`config.mk`:
```
export PLATFORM = sky130hd
export DESIGN_NAME = seg7_scan_decoder
export DESIGN_NICKNAME = d
export VERILOG_FILES = /design/src/rtl/seg7_scan_decoder.sv
export SDC_FILE = /design/constraint.sdc
export NUM_CORES = 1
export LEC_CHECK = 0
export CORE_MARGIN = 2
export CORE_UTILIZATION = 41
export DETAILED_ROUTE_END_ITERATION = 10
export PLACE_DENSITY = 0.69
export SLEW_MARGIN = 20
export SYNTH_ARGS = -nofsm -noshare
export SYNTH_HDL_FRONTEND = slang
export SYNTH_SLANG_ARGS = --single-unit
```
`constraint.sdc`:
```
create_clock -name clk -period 2.3 [get_ports clk]
set_clock_uncertainty 0.15 [all_clocks]
set_input_delay 0.575 -clock clk [delete_from_list [all_inputs] [get_ports clk]]
set_output_delay 0.575 -clock clk [all_outputs]
set_load 0.03 [all_outputs]
```
`src/rtl/seg7_scan_decoder.sv`:
```
// Scanned 7-segment bus reader: deglitches each {SEG,DIG} pattern and recovers one
// hex nibble per digit, with sticky error flag and a frame-complete pulse.
module seg7_scan_decoder #(
   parameter int N_DIG      = 4,
   parameter int STABLE_CYC = 4
) (
   input  logic               clk,
   input  logic               rst_n,
   input  logic [6:0]         SEG,
   input  logic [N_DIG-1:0]   DIG,
   input  logic               ERR_CLR,
   output logic [4*N_DIG-1:0] BCD_OUT,
   output logic [N_DIG-1:0]   VALID,
   output logic               ERR,
   output logic               FRAME
);

   localparam int CNT_W = $clog2(STABLE_CYC + 1);
   localparam logic [CNT_W-1:0] CNT_MAX = CNT_W'(STABLE_CYC);
   localparam logic [CNT_W-1:0] CNT_ACC = CNT_W'(STABLE_CYC - 1);

   logic [6:0]         seg_q;
   logic [N_DIG-1:0]   dig_q;
   logic [CNT_W-1:0]   cnt_q, cnt_d;
   logic [4*N_DIG-1:0] bcd_q, bcd_d;
   logic [N_DIG-1:0]   valid_q, valid_d;
   logic [N_DIG-1:0]   seen_q, seen_d;
   logic               err_q, err_d;
   logic               frame_q, frame_d;

   logic               same, accept, multi, err_set;
   logic               dec_ok, dec_blank;
   logic [3:0]         dec_nib;

   always_comb begin
      dec_ok    = 1'b1;
      dec_blank = 1'b0;
      dec_nib   = 4'h0;
      case (SEG)
         7'h7E: dec_nib = 4'h0;
         7'h30: dec_nib = 4'h1;
         7'h6D: dec_nib = 4'h2;
         7'h79: dec_nib = 4'h3;
         7'h33: dec_nib = 4'h4;
         7'h5B: dec_nib = 4'h5;
         7'h5F: dec_nib = 4'h6;
         7'h70: dec_nib = 4'h7;
         7'h7F: dec_nib = 4'h8;
         7'h7B: dec_nib = 4'h9;
         7'h77: dec_nib = 4'hA;
         7'h1F: dec_nib = 4'hB;
         7'h4E: dec_nib = 4'hC;
         7'h3D: dec_nib = 4'hD;
         7'h4F: dec_nib = 4'hE;
         7'h47: dec_nib = 4'hF;
         7'h00: begin
            dec_ok    = 1'b0;
            dec_blank = 1'b1;
         end
         default: dec_ok = 1'b0;
      endcase
   end

   always_comb begin
      same    = (SEG == seg_q) && (DIG == dig_q);
      accept  = same && (cnt_q == CNT_ACC);
      multi   = (DIG & (DIG - N_DIG'(1))) != '0;
      cnt_d   = !same ? CNT_W'(1) : ((cnt_q == CNT_MAX) ? cnt_q : cnt_q + CNT_W'(1));
      bcd_d   = bcd_q;
      valid_d = valid_q;
      seen_d  = seen_q;
      frame_d = 1'b0;
      err_set = 1'b0;

      if (accept && (DIG != '0)) begin
         if (multi) begin
            err_set = 1'b1;
         end else begin
            for (int i = 0; i < N_DIG; i++) begin
               if (DIG[i]) begin
                  seen_d[i] = 1'b1;
                  if (dec_ok) begin
                     bcd_d[4*i +: 4] = dec_nib;
                     valid_d[i]      = 1'b1;
                  end else begin
                     valid_d[i] = 1'b0;
                     if (!dec_blank) err_set = 1'b1;
                  end
               end
            end
         end
      end

      // Completing the frame restarts the seen-mask on the same edge.
      if (seen_d == '1) begin
         frame_d = 1'b1;
         seen_d  = '0;
      end

      err_d = ERR_CLR ? 1'b0 : err_q;
      if (err_set) err_d = 1'b1;
   end

   always_ff @(posedge clk or negedge rst_n) begin
      if (!rst_n) begin
         seg_q   <= '0;
         dig_q   <= '0;
         cnt_q   <= '0;
         bcd_q   <= '0;
         valid_q <= '0;
         seen_q  <= '0;
         err_q   <= 1'b0;
         frame_q <= 1'b0;
      end else begin
         seg_q   <= SEG;
         dig_q   <= DIG;
         cnt_q   <= cnt_d;
         bcd_q   <= bcd_d;
         valid_q <= valid_d;
         seen_q  <= seen_d;
         err_q   <= err_d;
         frame_q <= frame_d;
      end
   end

   assign BCD_OUT = bcd_q;
   assign VALID   = valid_q;
   assign ERR     = err_q;
   assign FRAME   = frame_q;

endmodule

```
==> metrics.txt, run 1 <==
DRC=0; standard-cell rows=26; routing usage on met3=0.0407; final hold slack=0.00616 ns; Final min period=2.25 ns; clock tree sinks=40; final worst-path cycle share=0.978; post-route ant nets=0; LEAKAGE=1.50 nW; post-route cell area=roughly 0.0034 mm2; initial antenna violation count=0; final WL=5690 um; top-area cell type share of the netlist area=0.448; post-route setup slack=between 0.05 and 0.06 ns; synthesized instance count=210; Synth Area in Adders=0.0213; TritonCTS clock tree=built; largest net degree at the start of global routing=16; crit-path max FO=8; Critical R2R Launch=seg_q[5]$_DFF_PN0_; synthesized area=0.00223 mm2; Reg2Reg Setup Slack=0.13 ns; CTS Buffer Depth=2; nets@finish=320; CP Launch Point=SEG[1]; type of the worst min-delay path=primary input to asynchronous set/reset pin; reg2reg end=BCD_OUT[4]$_DFFE_PN0P_; Peak supply drop=273 uV; family with the most delay on the worst path=simple AND/OR/NAND/NOR gates; WP buf/inv=3; Post-CTS Hold Fix Bufs=0; P per Cell Area=462 mW/mm2; Final Max Slew Viols=0; syn avg cell area=10.6 um2; Crit path required time=2.34 ns; average wire per standard cell=15.2 um; first-pass GRT wire length=~10000 um; # IOs=36; Synth Area in Compound Gates=0.133; setup violators final=0; register area share after synthesis=0.448; Area contributors post-synth=dfrtp_1 (45%), xor2_1 (4.7%), mux2_2 (4.5%), nor4_4 (2.9%), nand3b_1 (2.4%); fillcell total=435; Starting Density=0.432; critical-path cell list=buf_6, buf_6, xor2_2, nor4_4, nand3_4, a2111oi_4, buf_4, mux2_4; Slew headroom=0.609; most frequent cells in the layout=buf_4 (57), dfrtp_1 (40), clkdlybuf4s50_1 (23); fin cells=about 370; syn_nets=227; # H-tree levels=2; max incr delay on CP=between 0.3 and 0.4 ns; FFs w/ async S/R, synth=1.00; count of input and output buffers=35; CTS Root Cell=clkbuf_8; run status=finished, final reports clean; slew of the pin with the lowest slew margin=0.581 ns; worst setup path class=primary input to flop; Final Hold Viols=0; first drt pass iteration count=4; DP HPWL=4150 um; critical path capture point type=flop; GR peak layer=met2; core area=0.00517 mm2; pre-CTS setup slack=-0.753 ns; startpoint type of the worst setup path=primary input; distinct cell type count after synthesis=48; fraction of the mapped netlist area in simple logic gates=0.217; Crit-path slowest cell=nor4_4; total grt overflow=0; worst r2r path cells=6; grt met1 use=0.290; Die Area=0.00605 mm2; total negative slack=0 ns; cell with the most instances on the worst path=buf_6; vias=around 1.9k; total of max-cap violations=0; most common cell after layout, fill and taps aside=buf_4; RSZ-0062 raised after global routing=yes; routability cong.=0.840; total number of yosys warnings=0; vias in the first global route=a little over 2k; clock-pin slew on the worst setup and hold paths=0.09 ns; count of state elements after synthesis=40; GRT met2 Usage=0.334; dpl cells=356; TritonCTS Buffers=5; die height=77.8 um; ys flop type=dfrtp_1; ANT cells=0; proportion of layout cells with a drive suffix above 1=0.401; main combinational cell family by area after synthesis=simple AND/OR/NAND/NOR gates; Worst-Skew Late Latency=0.29 ns; area leader, netlist=dfrtp_1; P&R area growth vs syn=50.5%; GR Util All Layers=0.208; Post-synth EDFFs=0; DR iter-0 viols=119; Via density=5.14; FMAX=445 MHz; Die Wd=77.8 um; XOR/XNOR Fraction of Synth Area=0.0588; Area after DPL=~0.0031 mm2; multiplexer share of the synthesized area=0.0650; Worst Path Arrival=2.29 ns
==> sequential cells by signal (all words and copies together), names as in the netlist <==
| name | count |
|---|---|
| seg_q | 7 |
| seen_q | 4 |
| BCD_OUT | 16 |
| VALID | 4 |
| ERR | 1 |
| FRAME | 1 |
| dig_q | 4 |
| cnt_q | 3 |
==> layout make-up <==
| class | count | area [um2] | share of cell area |
|---|---|---|---|
| multi-input cells | 144 | 1250 | 0.372 |
| flip-flops and latches | 40 | 1000 | 0.298 |
| repair buffers | 102 | 870 | 0.259 |
| well taps | 70 | 87.6 | 0.0261 |
| clock buffers | 5 | 68.8 | 0.0205 |
| clock inverters | 3 | 46.3 | 0.0138 |
| inverters | 10 | 37.5 | 0.0112 |
==> Yosys cell counts (all sizes together) (4+ instances only) <==
library cell and instances:
nand4 6, nand3b 7, nand2 13, a21oi 11, nand3 9, dfrtp 40
a21o 5, xor2 12, nor4 5, inv 10, buf 13, o21ai 8
a31oi 5, nor2b 4, nor2 4, mux2 12, nor3 9
==> kinds of logic after synthesis <==
family | count (synthesis)
AOI/OAI and AO/OA | 41
xor gates and xnor gates | 15
adders and majority gates | 4
buffers and inverters | 26
DFF | 40
muxes | 13
and+or+nand+nor | 71
==> through the flow <==
| step | power, mW | util |
|---|---|---|
| after floorplan | 0.850 | - |
| after global placement | 0.958 | 0.596 |
| after detailed placement | 0.960 | 0.596 |
| after CTS | 1.57 | 0.646 |
| after global routing | 1.62 | 0.650 |
| final | 1.55 | 0.650 |
==> where the power goes <==
part	switching [mW]	leakage (nW)	total (mW)	internal [mW]
logic	0.129	0.941	0.248	0.118
registers	0.00661	0.502	0.719	0.713
clock network	0.259	0.0548	0.586	0.327
==> layer usage <==
layer | up-vias | share of wire
met2 | 43 | 0.50
met4 | 0 | 0.0030
met5 | - | 0
li1 | 939 | -
met1 | 937 | 0.46
met3 | 2 | 0.037
==> worst max path at each step <==
stage / endpoint / slack, ns / cells past startpoint
2_1_floorplan: BCD_OUT[6]$_DFFE_PN0P_ / -0.13 / 6
3_3_place_gp: BCD_OUT[5]$_DFFE_PN0P_ / -0.71 / 7
3_5_place_dp: BCD_OUT[4]$_DFFE_PN0P_ / -0.75 / 7
5_1_grt: BCD_OUT[4]$_DFFE_PN0P_ / -0.05 / 9
6_report: BCD_OUT[4]$_DFFE_PN0P_ / 0.05 / 8
4_1_cts: BCD_OUT[4]$_DFFE_PN0P_ / -0.003 / 9
==> timing repair <==
action / CTS / global route
setup endpoints to repair: 26 / 19
resized for setup: 52 / 11
gates cloned: 1 / 0
setup buffers: 9 / 4
pin swaps: 18 / 11
(Power assumes the default switching activity.)
==> run 2, diff against run 1 <==
- SLEW_MARGIN: 20 -> 0
==> results of run 2 <==
The final DEF is identical to that of run 1; final timing and power are the same.
